$ cat src/rtl/pwm_timer_multi.sv
`default_nettype none
// pwm_timer_multi - NCH independent PWM / one-shot / continuous timer channels sharing one prescaler tick.
// Revision 1.0
module pwm_timer_multi #(
  parameter int NCH = 4,
  parameter int CW  = 16,
  parameter int PW  = 16
) (
  input  logic              i_wb_clk,
  input  logic              i_wb_rst_n,
  input  logic [PW-1:0]     i_divisor,
  input  logic [NCH-1:0]    i_en,
  input  logic [2*NCH-1:0]  i_mode,
  input  logic [NCH-1:0]    i_pol,
  input  logic [NCH-1:0]    i_oe,
  input  logic [NCH-1:0]    i_sync_clr,
  input  logic [CW*NCH-1:0] i_period,
  input  logic [CW*NCH-1:0] i_dc,
  input  logic [NCH-1:0]    i_load,
  input  logic [NCH-1:0]    i_int_clr,
  output logic [NCH-1:0]    o_pwm,
  output logic [NCH-1:0]    o_int,
  output logic [CW*NCH-1:0] o_cnt
);

  localparam logic [1:0]    MODE_ONESHOT = 2'b01;
  localparam logic [1:0]    MODE_CONT    = 2'b10;
  localparam logic [PW-1:0] PRE_ONE      = {{(PW-1){1'b0}}, 1'b1};
  localparam logic [CW-1:0] CNT_ONE      = {{(CW-1){1'b0}}, 1'b1};

  logic [PW-1:0]  pre;
  logic           tick;
  logic [NCH-1:0] raw_v;

  // Compare with >= so lowering the divisor below pre ticks at once instead of wrapping.
  assign tick = (pre >= i_divisor);

  always_ff @(posedge i_wb_clk or negedge i_wb_rst_n) begin
    if (!i_wb_rst_n) begin
      pre <= '0;
    end else if (tick) begin
      pre <= '0;
    end else begin
      pre <= pre + PRE_ONE;
    end
  end

  for (genvar k = 0; k < NCH; k++) begin : g_ch
    logic [CW-1:0] cnt;
    logic [CW-1:0] per_a;
    logic [CW-1:0] dc_a;
    logic [CW-1:0] pe_m1;
    logic [1:0]    mode;
    logic          raw;
    logic          irq;
    logic          done;
    logic          lp;
    logic          en;
    logic          oneshot;
    logic          timer;
    logic          stopped;
    logic          run;
    logic          bnd;
    logic          irq_nxt;

    assign mode    = i_mode[2*k +: 2];
    assign en      = i_en[k];
    assign oneshot = (mode == MODE_ONESHOT);
    assign timer   = oneshot | (mode == MODE_CONT);
    assign pe_m1   = (per_a == '0) ? '0 : (per_a - CNT_ONE);
    assign stopped = oneshot & done;
    assign run     = tick & en;
    // An expired one-shot produces no further boundaries until its interrupt is cleared.
    assign bnd     = run & ~stopped & (cnt >= pe_m1);
    assign irq_nxt = (bnd & timer) | (irq & ~i_int_clr[k]);

    always_ff @(posedge i_wb_clk or negedge i_wb_rst_n) begin
      if (!i_wb_rst_n) begin
        per_a <= '0;
        dc_a  <= '0;
      end else if (!en || (bnd && (lp || i_load[k]))) begin
        per_a <= i_period[k*CW +: CW];
        dc_a  <= i_dc[k*CW +: CW];
      end
    end

    always_ff @(posedge i_wb_clk or negedge i_wb_rst_n) begin
      if (!i_wb_rst_n) begin
        cnt  <= '0;
        raw  <= 1'b0;
        irq  <= 1'b0;
        done <= 1'b0;
        lp   <= 1'b0;
      end else if (i_sync_clr[k]) begin
        cnt  <= '0;
        raw  <= 1'b0;
        irq  <= 1'b0;
        done <= 1'b0;
        lp   <= 1'b0;
      end else begin
        if (en) begin
          lp <= bnd ? 1'b0 : (lp | i_load[k]);
        end
        irq <= irq_nxt;
        if (timer) begin
          raw <= irq_nxt;
        end else if (run) begin
          raw <= (cnt < dc_a);
        end
        if (bnd) begin
          cnt <= oneshot ? pe_m1 : '0;
          if (oneshot) begin
            done <= 1'b1;
          end
        end else if (oneshot && i_int_clr[k]) begin
          cnt  <= '0;
          done <= 1'b0;
        end else if (run && !stopped) begin
          cnt <= cnt + CNT_ONE;
        end
      end
    end

    assign raw_v[k]           = raw;
    assign o_int[k]           = irq;
    assign o_cnt[k*CW +: CW]  = cnt;
  end

  assign o_pwm = i_oe & (raw_v ^ i_pol);

endmodule
`default_nettype wire

$ cat config.mk
export PLATFORM = sky130hd
export DESIGN_NAME = pwm_timer_multi
export DESIGN_NICKNAME = d
export VERILOG_FILES = /design/src/rtl/pwm_timer_multi.sv
export SDC_FILE = /design/constraint.sdc
export NUM_CORES = 1
export LEC_CHECK = 0
export ABC_AREA = 1
export CAP_MARGIN = 30
export CORE_MARGIN = 8
export CORE_UTILIZATION = 52
export CTS_BUF_LIST = sky130_fd_sc_hd__clkbuf_4
export CTS_CLUSTER_SIZE = 30
export DETAILED_ROUTE_END_ITERATION = 6
export MAX_ROUTING_LAYER = met4
export PLACE_DENSITY_LB_ADDON = 0.2
export SLEW_MARGIN = 10
export SYNTH_ARGS = -nofsm -noshare
export SYNTH_HDL_FRONTEND = slang
export SYNTH_SLANG_ARGS = --single-unit
$ cat constraint.sdc
create_clock -name i_wb_clk -period 2.9 [get_ports i_wb_clk]
set_input_delay 0.58 -clock i_wb_clk [delete_from_list [all_inputs] [get_ports i_wb_clk]]
set_output_delay 0.58 -clock i_wb_clk [all_outputs]
set_load 0.05 [all_outputs]
* After elaboration in Yosys (flattened, before gate mapping)
Index checks and enable logic that the tools add are counted.
** Word-level totals
- Flip-flop bits (word level) :: 224
- Output and inout port bits :: 72
- Word-level logic and storage cells :: 226
** Cells by class
- Add/sub/neg operators :: 9
- Magnitude comparators :: 9
- Equality and inequality tests :: 12
- Multiplexer cells :: 69
- Bitwise operators :: 46
- Reduce and logical (&&, ||, !) cells :: 52
** Operator list (number)
- 16-bit 2-to-1 mux :: 25
- 16-bit by 1-bit adder with 16-bit output, second input constant :: 5
- 16-bit >= comparator :: 5
- 16-bit logical NOT :: 4
- 16-bit less-than comparator :: 4
- 16-bit by 1-bit subtractor with 16-bit output, second input constant :: 4
- 1-bit 2-to-1 mux :: 44
- 1-bit bitwise AND :: 24
- 3-bit nonzero test :: 8
- 4-bit nonzero test :: 4
- 1-bit logical AND :: 12
- 3-bit inequality test, second input constant :: 4
- 1-bit bitwise OR :: 12
- 2-bit by 1-bit == test with 1-bit output, second input constant :: 4
- 2-bit == test, second input constant :: 4
- 1-bit logical NOT :: 8
- 1-bit logical OR :: 8
- 1-bit NOT :: 8
- 2-bit AND reduction :: 4
- 2-bit nonzero test :: 4
- 4-bit bitwise AND :: 1
- 4-bit bitwise XOR :: 1

* Longest topological paths before layout
Gate-level depths: netlist of run 1.
- Depth in word-level cells :: 9
- Mapped depth :: 25

* Least setup slack after synthesis of run 1
OpenSTA, ideal clock, no wires.
- Path type :: register -> register
- Start point :: register g_ch[1].per_a[0]
- End point :: register g_ch[1].cnt[9]
- Data arrival time :: 2.973 ns
- Setup slack :: -0.192 ns
- Cell stages (with the launch flop) :: 21
- Period minus slack after synthesis :: 3.092 ns
- Cells stage by stage :: dfrtp_1 inv_1 ha_1 nand3_1 nor2_1 nand2_1 clkbuf_1 buf_1 nand3_1 ha_1 nand4_1 nor3_1 nand3_1 nand3_1 inv_1 nor2_1 buf_4 buf_4 nand2_1 nand4_1 nand2_1
** Between the ends
- Word-level cells in the longest chain between the ends :: 6
** RTL lines
- start: declaration :: line 50 : logic [CW-1:0] per_a;
- start signal: assignment :: line 82 : per_a <= i_period[k*CW +: CW];
- 16-bit by 1-bit subtractor with 16-bit output or 16-bit logical NOT (tied branches) :: line 70 : assign pe_m1 = (per_a == '0) ? '0 : (per_a - CNT_ONE);
- 16-bit 2-to-1 mux * :: line 70
- 16-bit >= comparator :: line 74 : assign bnd = run & ~stopped & (cnt >= pe_m1);
- 1-bit bitwise AND :: line 74
- 16-bit 2-to-1 mux :: line 110 : if (bnd) begin
- 16-bit 2-to-1 mux :: line 94 : end else if (i_sync_clr[k]) begin
- end signal: assignment :: line 111 : cnt <= oneshot ? pe_m1 : '0;
- end signal: assignment :: line 119 : cnt <= cnt + CNT_ONE;
- end: declaration :: line 49 : logic [CW-1:0] cnt;
Mark *: on every way between the ends. The rest lies on a longest branch, timed or not.
A chain may end at the register's enable or synchronous reset.

* Final worst setup path of run 1
- Start point :: register g_ch[0].per_a[1]
- End point :: register g_ch[0].dc_a[0]
** Between the ends
- Word-level cells in the longest chain between the ends :: 6
** RTL lines
- start: declaration :: line 50
- start signal: assignment :: line 82
- 16-bit by 1-bit subtractor with 16-bit output or 16-bit logical NOT (tied branches) :: line 70
- 16-bit 2-to-1 mux * :: line 70
- 16-bit >= comparator * :: line 74
- 1-bit bitwise AND * :: line 74
- 1-bit logical AND * :: line 81 : end else if (!en || (bnd && (lp || i_load[k]))) begin
- 1-bit logical OR * :: line 81
- end signal: assignment :: line 83 : dc_a <= i_dc[k*CW +: CW];
- end: declaration :: line 51 : logic [CW-1:0] dc_a;
Marks and branches as above.

==> results of run 1 <==
state kept, by name, indices dropped and copies added, names as in the netlist:
signal and cells:
g_ch.raw 4, pre 16, g_ch.irq 4, g_ch.per_a 64, g_ch.lp 4, g_ch.cnt 64
g_ch.done 4, g_ch.dc_a 64
power groups by stage:
stage | logic [mW] | clock network (mW) | registers (mW)
finish | 3.07 | 3.08 | 3.62
CTS | 2.45 | 3.14 | 3.58
global route | 3.34 | 3.32 | 3.64
detailed placement | 2.36 | 0 | 3.64
global placement | 2.28 | 0 | 3.63
floorplan | 1.24 | 0 | 3.66
cell usage in the layout, fill, tap and decap left out, types with 34 or more instances in the layout:
cell / Yosys / routed
a21oi_1: 84 / 72
buf_4: 16 / 227
clkbuf_4: 0 / 95
clkdlybuf4s50_1: 0 / 244
dfrtp_1: 224 / 218
ha_1: 157 / 121
ha_4: 0 / 34
inv_1: 267 / 238
nand2_1: 748 / 593
nand2_2: 6 / 103
nand2_4: 7 / 61
nand3_1: 224 / 189
nand4_1: 140 / 140
nor2_1: 137 / 85
nor2_2: 0 / 36
o21ai_0: 120 / 40
o21ai_1: 27 / 57
o21ai_2: 8 / 56
through the flow:
step	power, mW	util	setup TNS [ps]	cell area, um^2
final	9.776	0.7949	-17150	25670
after global routing	10.31	0.7949	-49150	25670
after CTS	9.174	0.7023	-46.93	22680
after detailed placement	5.992	0.6622	-26760	21380
after global placement	5.906	0.6622	-15260	21380
after floorplan	4.907	-	0	16980
logic make-up (layout without fill, tap and decap cells):
kind of cell             count (synthesis)  in the layout
other                                    0              3
adder cells (fa/ha/maj)                157            157
XOR/XNOR                                32             32
flip-flops                             224            224
AND/OR/NAND/NOR                       1354           1358
buffers and inverters                  356            939
AO/OA/AOI/OAI                          277            277
worst max-delay path, delay by kind of cell (launching register included):
family	cells	cell delay (ps)
AO/OA/AOI/OAI	4	500
buffers and inverters	5	630
flip-flops	1	390
AND/OR/NAND/NOR	8	1080
adder cells (fa/ha/maj)	2	430
layout make-up:
type | instances | area, um^2 | area share
Multi-Input combinational cell | 1824 | 11970 | 0.4662
Timing Repair Buffer | 554 | 5655 | 0.2203
Sequential cell | 224 | 5613 | 0.2187
Inverter | 271 | 1056 | 0.04114
Clock buffer | 95 | 713.2 | 0.02779
Tap cell | 442 | 553.0 | 0.02155
Clock inverter | 19 | 102.6 | 0.003997
Antenna cell | 3 | 7.507 | 0.0002925
path summary, 6_finish.rpt:
check	cells past startpoint	endpoint	slack (ps)	start
max in group asynchronous	3	g_ch[3].per_a[8]	1600	i_wb_rst_n
worst max-delay path	19	g_ch[0].dc_a[0]	-250	g_ch[0].per_a[1]
worst min-delay path	3	g_ch[0].dc_a[13]	380	i_dc[13]
worst min register to register	1	pre[0]	480	pre[0]
worst max register to register	19	g_ch[0].dc_a[0]	-250	g_ch[0].per_a[1]
min in group asynchronous	2	g_ch[0].per_a[3]	410	i_wb_rst_n
routing by layer:
metal	track usage	routed length (um)
met1	0.3569	25160
met2	0.4799	30540
met3	0.05253	4864
met4	0.09938	2933
met5	-	0
what timing repair did:
action,4_1_cts,5_1_grt
setup endpoints to repair,196,209
cloned,3,36
endpoints found under the hold margin,69,0
buffers inserted,20,34
hold buffers,1,0
gates resized for setup,67,568
pin swaps,27,121
==> results.cfg, run 1 <==
[status]
status = complete, but fails checks
violations = design-rule violations, negative setup slack

[place]
place_ws_ps = -361.4
gp_congestion = 0.9621
numPortBuffers = 249
hpwl_mm = 41.70
dp.cells = 3224

[floorplan]
ios = 250
die_x_um = 196.5
die_area_um2 = 38610
core_um2 = 32290
start_util = 0.5247
chipHeight_um = 196.5
rows = 66

[synth]
synth_top_area_frac = 0.3309
synth.area.top_cells = dfrtp_1 (33%), nand2_1 (17%), ha_1 (12%), nand3_1 (6.6%), inv_1 (5.9%)
synth_top_family_by_area = simple AND/OR/NAND/NOR gates
synth_edf_count = 0
yosysWarnings = 0
syn_inst = 2400
synth_fa_ha_area_frac = 0.1160
synth-simple-area-share = 0.3558
postSynth.asyncResetShare = 1.000
synthFlopType = dfrtp_1
synth.avg_cell_area_um2 = 7.059
syn_nets = 2735
yosysTopAreaCell = dfrtp_1
synth-xor-area-share = 0.01654
netlist_area_um2 = 16940
ys_ff_latch = 224
yosys.cell_types.count = 43
synth-compound-area-share = 0.09069
seq_area_frac_synth = 0.3309
synthMuxAreaShare = 0
synth_most_common_cell = nand2_1
synthTopCellsByCount = nand2_1 (748), inv_1 (267), dfrtp_1 (224), nand3_1 (224), ha_1 (157)

[timing]
period_minus_slack_ps = 3149
hold_ws_ps = 384.4
finalCritPeriodShare = 1.086
skew_ps = 68.16
tightestPinTransition_ps = 630.3
hold_violations = 0
slew_viol_final = 0
rsz0062_at_grt = true
setup_viol = 171
slew_headroom = 0.5798
layout_setup_ws_ps = -249.0
clock.fmax_mhz = 317.6

[global_routing]
grt_max_degree = 76
grt_pass1_vias = 18206
gr-total-overflow = 0
grt_pass1_wl_mm = 90.40
gr-usage-all-layers = 0.2910
antenna_found_initial = 3

[routing]
wl_per_cell_um = 18.50
first_iter_violations = 1490
dr.pass1.iters = 7
vias_per_cell = 5.687
num_vias = 19518
drt_wl_total_mm = 63.50
route.detailed.drc = 9
ant_nets = 0

[setup_path]
endpoint_kind = register
arrival_ps = 3760
worstSetupPathType = reg -> reg
cp-start-kind = register
cp_max_fo = 7
cp.required_ps = 3510
crit_slowest_cell = dfrtp_1
cp_cell_sequence = inv_2 > ha_4 > inv_4 > nor4_4 > nand3_4 > buf_12 > nand3_1 > ha_1 > a21oi_1 > o21ai_0 > a21oi_1 > nand3_2 > inv_2 > nor2_4 > nand2_4 > nand2_8 > clkbuf_16 > nand2_4 > o21ai_2
critical-path-max-stage-delay_ps = 390

[layout]
nets = 3276
area_delta_synth_final_pct = 51.50
fin_cells = 3432
fillers = 2085
drive_gt1_frac = 0.2933

[cts]
cts-root-buf = clkbuf_4
cts.sinks = 224
cts_buffers = 66
htreeDepth = 3
insertion_delay_ps = 740
cts_tree = done
clk_path_buf_depth = 3
clk_pin_slew_ps = 70

[power_and_ir_drop]
p_sw_frac = 0.3525
p_clk_frac = 0.316
power_density_nw_per_um2 = 380.9
internal_power_mw = 6.330
peakVddDrop_v = 0.0004395
p_sw_mw = 3.446
seqPwrFrac = 0.370
leakagePower_nw = 12.67
comb_power_share = 0.314

[hold_path]
hold_class = in -> reg

[job]
maxCapViolations = 0
Power figures use the tool's default switching activity.
==> run 2, diff against run 1 <==
Settings changed: CORE_MARGIN 8 to 2, CORE_UTILIZATION 52 to 55, CTS_CLUSTER_SIZE 30 to not set.
Clock period 2.9 ns to 3.54 ns, I/O delays scaled along.
==> results.cfg, run 2 (synthesis gave the netlist of run 1 again) <==
[status]
status = complete, no violations

[floorplan]
die_x_um = 179.5
chipHeight_um = 179.5
die_area_um2 = 32220
rows = 64
start_util = 0.5567
ios = 250
core_um2 = 30430

[timing]
clock.fmax_mhz = 308.1
setup_viol = 0
slew_viol_final = 0
skew_ps = 46.16
tightestPinTransition_ps = 756.9
rsz0062_at_grt = false
layout_setup_ws_ps = 293.9
period_minus_slack_ps = 3246
finalSetupTns_ps = 0
finalCritPeriodShare = 0.9170
slew_headroom = 0.4954
hold_ws_ps = 21.20
hold_violations = 0

[layout]
multi_input_area_um2 = 9868
fin_cells = 3124
fillers = 2665
drive_gt1_frac = 0.08327
final_util = 0.6831
layout_common_cells = nand2_1 (747), inv_1 (267), clkdlybuf4s50_1 (248), nand3_1 (224), dfrtp_1 (224)
top_regs = g_ch.cnt x64, g_ch.dc_a x64, g_ch.per_a x64
area_delta_synth_final_pct = 22.70
final_common_cell = nand2_1
nets = 3019
regArea_um2 = 5605

[place]
numPortBuffers = 249
hpwl_mm = 37.79
gp_congestion = 0.9663
place_ws_ps = 209.1
dp.cells = 3011

[global_routing]
grt_max_degree = 95
grt_pass1_vias = 16903
gr-total-overflow = 0
antenna_found_initial = 2
gr-usage-all-layers = 0.3188
grt_pass1_wl_mm = 83.08

[routing]
vias_per_cell = 5.541
num_vias = 17311
ant_nets = 0
first_iter_violations = 1403
wl_per_cell_um = 15.90
dr.pass1.iters = 6
route.detailed.drc = 0
drt_wl_total_mm = 49.68

[cts]
htreeDepth = 3
cts-root-buf = clkbuf_4
post_cts_buffers = 0
holdBufCountCts = 0
cts_buffers = 67
insertion_delay_ps = 690
cts_tree = done
clk_path_buf_depth = 3
clk_pin_slew_ps = 70
cts.sinks = 224

[setup_path]
worstSetupPathType = reg -> reg
cp-start-kind = register
cp_max_fo = 51
arrival_ps = 3840
cp.required_ps = 4130
endpoint_kind = register

[power_and_ir_drop]
peakVddDrop_v = 0.0002360
leakagePower_nw = 10.61
power_density_nw_per_um2 = 346.5

[hold_path]
hold_class = in -> async

[job]
maxCapViolations = 0
==> run 2: repair_timing <==
item	CTS	global route
gates resized for setup	0	16
setup endpoints to repair	0	94
endpoints found under the hold margin	0	0
==> run 2: layout make-up <==
type | count | area share
Antenna cell | 2 | 0.0002408
Clock buffer | 94 | 0.03395
Clock inverter | 17 | 0.005658
Inverter | 271 | 0.04894
Multi-Input combinational cell | 1820 | 0.4747
Sequential cell | 224 | 0.2697
Tap cell | 396 | 0.02384
Timing Repair Buffer | 300 | 0.1430
==> run 2: critical path, stage by stage (launching register included) <==
cell	delay [ps]
dfrtp_1	440
nor2_1	210
nand2_1	90
nor2_1	140
nand2_1	110
o21ai_0	300
nand3_1	130
ha_1	320
nand2_1	110
nor3_2	230
nand3_1	90
nand3_1	120
inv_1	80
nor2_4	170
nand2_4	100
nand2_4	140
buf_12	220
nand2_1	70
o21ai_0	80
==> run 2: worst paths after layout <==
kind                                  start                to  slack (ps)  cells past startpoint
max in group asynchronous        i_wb_rst_n  g_ch[3].per_a[4]        2660                      2
max                        g_ch[0].per_a[9]   g_ch[0].dc_a[5]         290                     18
min reg2reg                          pre[0]            pre[0]         490                      1
max reg2reg                g_ch[0].per_a[9]   g_ch[0].dc_a[5]         290                     18
min                              i_wb_rst_n  g_ch[2].dc_a[12]          20                      1
min in group i_wb_clk                pre[0]            pre[0]         490                      1
==> run 2: stage by stage <==
step / cell area, um^2 / total power, mW
3_5_place_dp: 19900 / 4.696
3_3_place_gp: 19900 / 4.620
2_1_floorplan: 16940 / 4.018
5_1_grt: 20790 / 7.661
4_1_cts: 20720 / 7.258
6_report: 20790 / 7.203
==> run 2: layer usage <==
layer | global-route usage | wire (um) | vias up
li1 | - | - | 8564
met1 | 0.4041 | 21310 | 7963
met2 | 0.5025 | 23070 | 665
met3 | 0.06645 | 3752 | 119
met4 | 0.1223 | 1559 | 0
met5 | - | 0 | -
==> run 2: power by group <==
part	internal [mW]	switching, mW	total [mW]
Clock	1.36	1.17	2.53
Combinational	0.689	1.03	1.72
Sequential	2.76	0.195	2.96
==> run 3, diff against run 2 <==
Settings changed: ABC_AREA 1 to not set.
==> results.cfg, run 3 <==
[layout]
regArea_um2 = 5605
top_regs = g_ch.cnt x64, g_ch.dc_a x64, g_ch.per_a x64
drive_gt1_frac = 0.3428
final_cell_area_um2 = 23780
area_delta_synth_final_pct = 55.08
fin_cells = 2592
nets = 2499
fillers = 1453
final_common_cell = clkdlybuf4s50_1
multi_input_area_um2 = 10910
layout_common_cells = clkdlybuf4s50_1 (248), dfrtp_1 (224), buf_4 (211), ha_1 (138), mux2_4 (120)

[synth]
synth_top_area_frac = 0.3655
synth_top_family_by_area = simple AND/OR/NAND/NOR gates
syn_nets = 1932
synthTopCellsByCount = dfrtp_1 (224), ha_1 (157), nand2_1 (123)
synth_fa_ha_area_frac = 0.1281
netlist_area_um2 = 15340
synth_edf_count = 0
yosysWarnings = 0
synth_most_common_cell = dfrtp_1
postSynth.asyncResetShare = 1.000
synthFlopType = dfrtp_1
syn_inst = 1597
synth.avg_cell_area_um2 = 9.603
synth-simple-area-share = 0.1819
seq_area_frac_synth = 0.3655
synth.area.top_cells = dfrtp_1 (37%), ha_1 (13%), mux2_1 (6.5%), nand2_1 (3.0%), nor2_1 (3.0%)
synth-compound-area-share = 0.1425
yosys.cell_types.count = 80
ys_ff_latch = 224
synth-xor-area-share = 0.03826
yosysTopAreaCell = dfrtp_1
synthMuxAreaShare = 0.09529

[setup_path]
rrSetupSlack_ps = -460
ff2ff_path_depth = 15
crit_slowest_cell = dfrtp_1
cp_max_fo = 6
worstSetupPathType = reg -> reg
crit_top_cell = nand2_1
endpoint_kind = register
cp_cell_sequence = nor4_4 > nand3_2 > nor2_2 > xor2_2 > nand2_1 > ha_1 > nand4_1 > nor3_2 > nand2_1 > o211ai_1 > nand4_2 > o21ai_4 > buf_6 > buf_16 > mux2_4
rr_endpoint = g_ch[1].dc_a[11]
cp.required_ps = 4100
critical-path-max-stage-delay_ps = 430
rr_startpoint = g_ch[1].per_a[7]
cp-start-kind = register
arrival_ps = 4560

[global_routing]
grt_pass1_vias = 15261
gr-usage-all-layers = 0.3360
grt_max_degree = 93
grt_pass1_wl_mm = 76.26
antenna_found_initial = 5
gr-total-overflow = 0

[power_and_ir_drop]
internal_power_mw = 5.437
peakVddDrop_v = 0.0002652
seqPwrFrac = 0.378
leakagePower_nw = 11.13
p_sw_mw = 2.543
p_clk_frac = 0.338
comb_power_share = 0.284
p_sw_frac = 0.3187
power_density_nw_per_um2 = 335.5
power.total_mw = 7.979

[floorplan]
start_util = 0.5551
rows = 61
ios = 250
core_um2 = 27630
chipHeight_um = 171.0
die_x_um = 171.0
die_area_um2 = 29240

[cts]
cts.sinks = 224
insertion_delay_ps = 720
htreeDepth = 3
cts_tree = done
cts-root-buf = clkbuf_4
holdBufCountCts = 0
cts_buffers = 67
clk_path_buf_depth = 3
clk_pin_slew_ps = 90

[timing]
slew_headroom = 0.3403
hold_violations = 5
layout_setup_ws_ps = -462.7
finalCritPeriodShare = 1.131
skew_ps = 60.35
rsz0062_at_grt = true
clock.fmax_mhz = 249.8
slew_viol_final = 0
setup_viol = 184
period_minus_slack_ps = 4003
tightestPinTransition_ps = 980.5
hold_ws_ps = -13.79

[place]
gp_congestion = 0.8979
placed_area_um2 = 19880
dp.cells = 2365
numPortBuffers = 249
hpwl_mm = 32.20

[status]
violations = negative hold slack, negative setup slack
status = complete, but fails checks

[routing]
wl_per_cell_um = 20.84
vias_per_cell = 6.070
dr.pass1.iters = 6
first_iter_violations = 1325
drt_wl_total_mm = 54.01
route.detailed.drc = 0
num_vias = 15733
ant_nets = 0

[job]
maxCapViolations = 0

[hold_path]
hold_class = in -> async
==> run 3: changes by cell type after synthesis, moves of 21 or more <==
cell,previous run,this run
inv_1,267,114
xnor2_1,7,29
nand2_1,748,123
nand2b_1,0,32
mux2_1,0,88
mux2_2,0,40
nand4_1,140,30
o21ai_1,27,6
o21ai_0,120,70
nand3_1,224,58
==> run 3: worst max path at each step <==
stage	startpoint	to	slack, ps	cells past startpoint
3_3_place_gp	i_divisor[14]	g_ch[1].per_a[10]	-360	12
5_1_grt	g_ch[1].per_a[7]	g_ch[1].dc_a[11]	-640	15
4_1_cts	g_ch[0].per_a[10]	g_ch[0].dc_a[13]	-190	15
3_5_place_dp	g_ch[1].per_a[4]	g_ch[1].cnt[3]	-410	14
2_1_floorplan	g_ch[1].per_a[12]	g_ch[1].cnt[6]	-80	15
6_report	g_ch[1].per_a[7]	g_ch[1].dc_a[11]	-460	15
==> run 3: power by group through the flow <==
stage	sequential [mW]	combinational, mW	clock (mW)
floorplan	3.06	0.869	0
detailed placement	3.03	1.73	0
finish	3.02	2.27	2.69
CTS	3.00	1.97	2.71
global route	3.04	2.43	2.86
global placement	3.01	1.66	0
==> run 3: critical path: cells and delay by family, from the launching register on <==
family	cells	cell delay, ps
XOR/XNOR	1	200
AO/OA/AOI/OAI	2	620
adder cells (fa/ha/maj)	1	340
multiplexers	1	300
AND/OR/NAND/NOR	8	1630
flip-flops	1	430
buffers and inverters	2	320
==> run 3: area by class of cell <==
| type | instances | area share |
|---|---|---|
| antenna | 6 | 0.0006313 |
| clock buffer | 97 | 0.03062 |
| clock inverter | 16 | 0.005892 |
| inverter | 114 | 0.01810 |
| multi-input combinational | 1211 | 0.4588 |
| sequential | 224 | 0.2357 |
| tap | 378 | 0.01989 |
| timing repair buffer | 546 | 0.2304 |
==> run 3: what timing repair did <==
| item | in CTS | in global routing |
|---|---|---|
| endpoints found under the hold margin | 0 | 0 |
| buffers inserted | 60 | 40 |
| cloned | 11 | 7 |
| setup endpoints to repair | 184 | 202 |
| resized for setup | 168 | 252 |
| pin swaps | 57 | 119 |
==> run 3: routing by layer <==
metal,part of all wire,track usage
met1,0.39,0.4059
met2,0.49,0.5621
met3,0.074,0.05413
met4,0.046,0.1363
met5,0,-
==> run 3: per-stage QoR <==
stage	hold WS, ps	setup TNS [ps]	setup WS, ps	util
after global placement	468.2	-57780	-355.7	0.7194
after global routing	57.77	-66910	-637.9	0.8607
after detailed placement	476.5	-60860	-414.0	0.7194
final	-13.79	-37210	-462.7	0.8608
after floorplan	412.4	-1975	-83.77	-
after CTS	41.48	-9625	-193.1	0.8047
==> run 3: logic make-up after synthesis <==
family	after synthesis
xor+xnor	67
mux	130
compound gates	324
buf+inv	162
simple gates	533
fa+ha+maj	157
flops	224
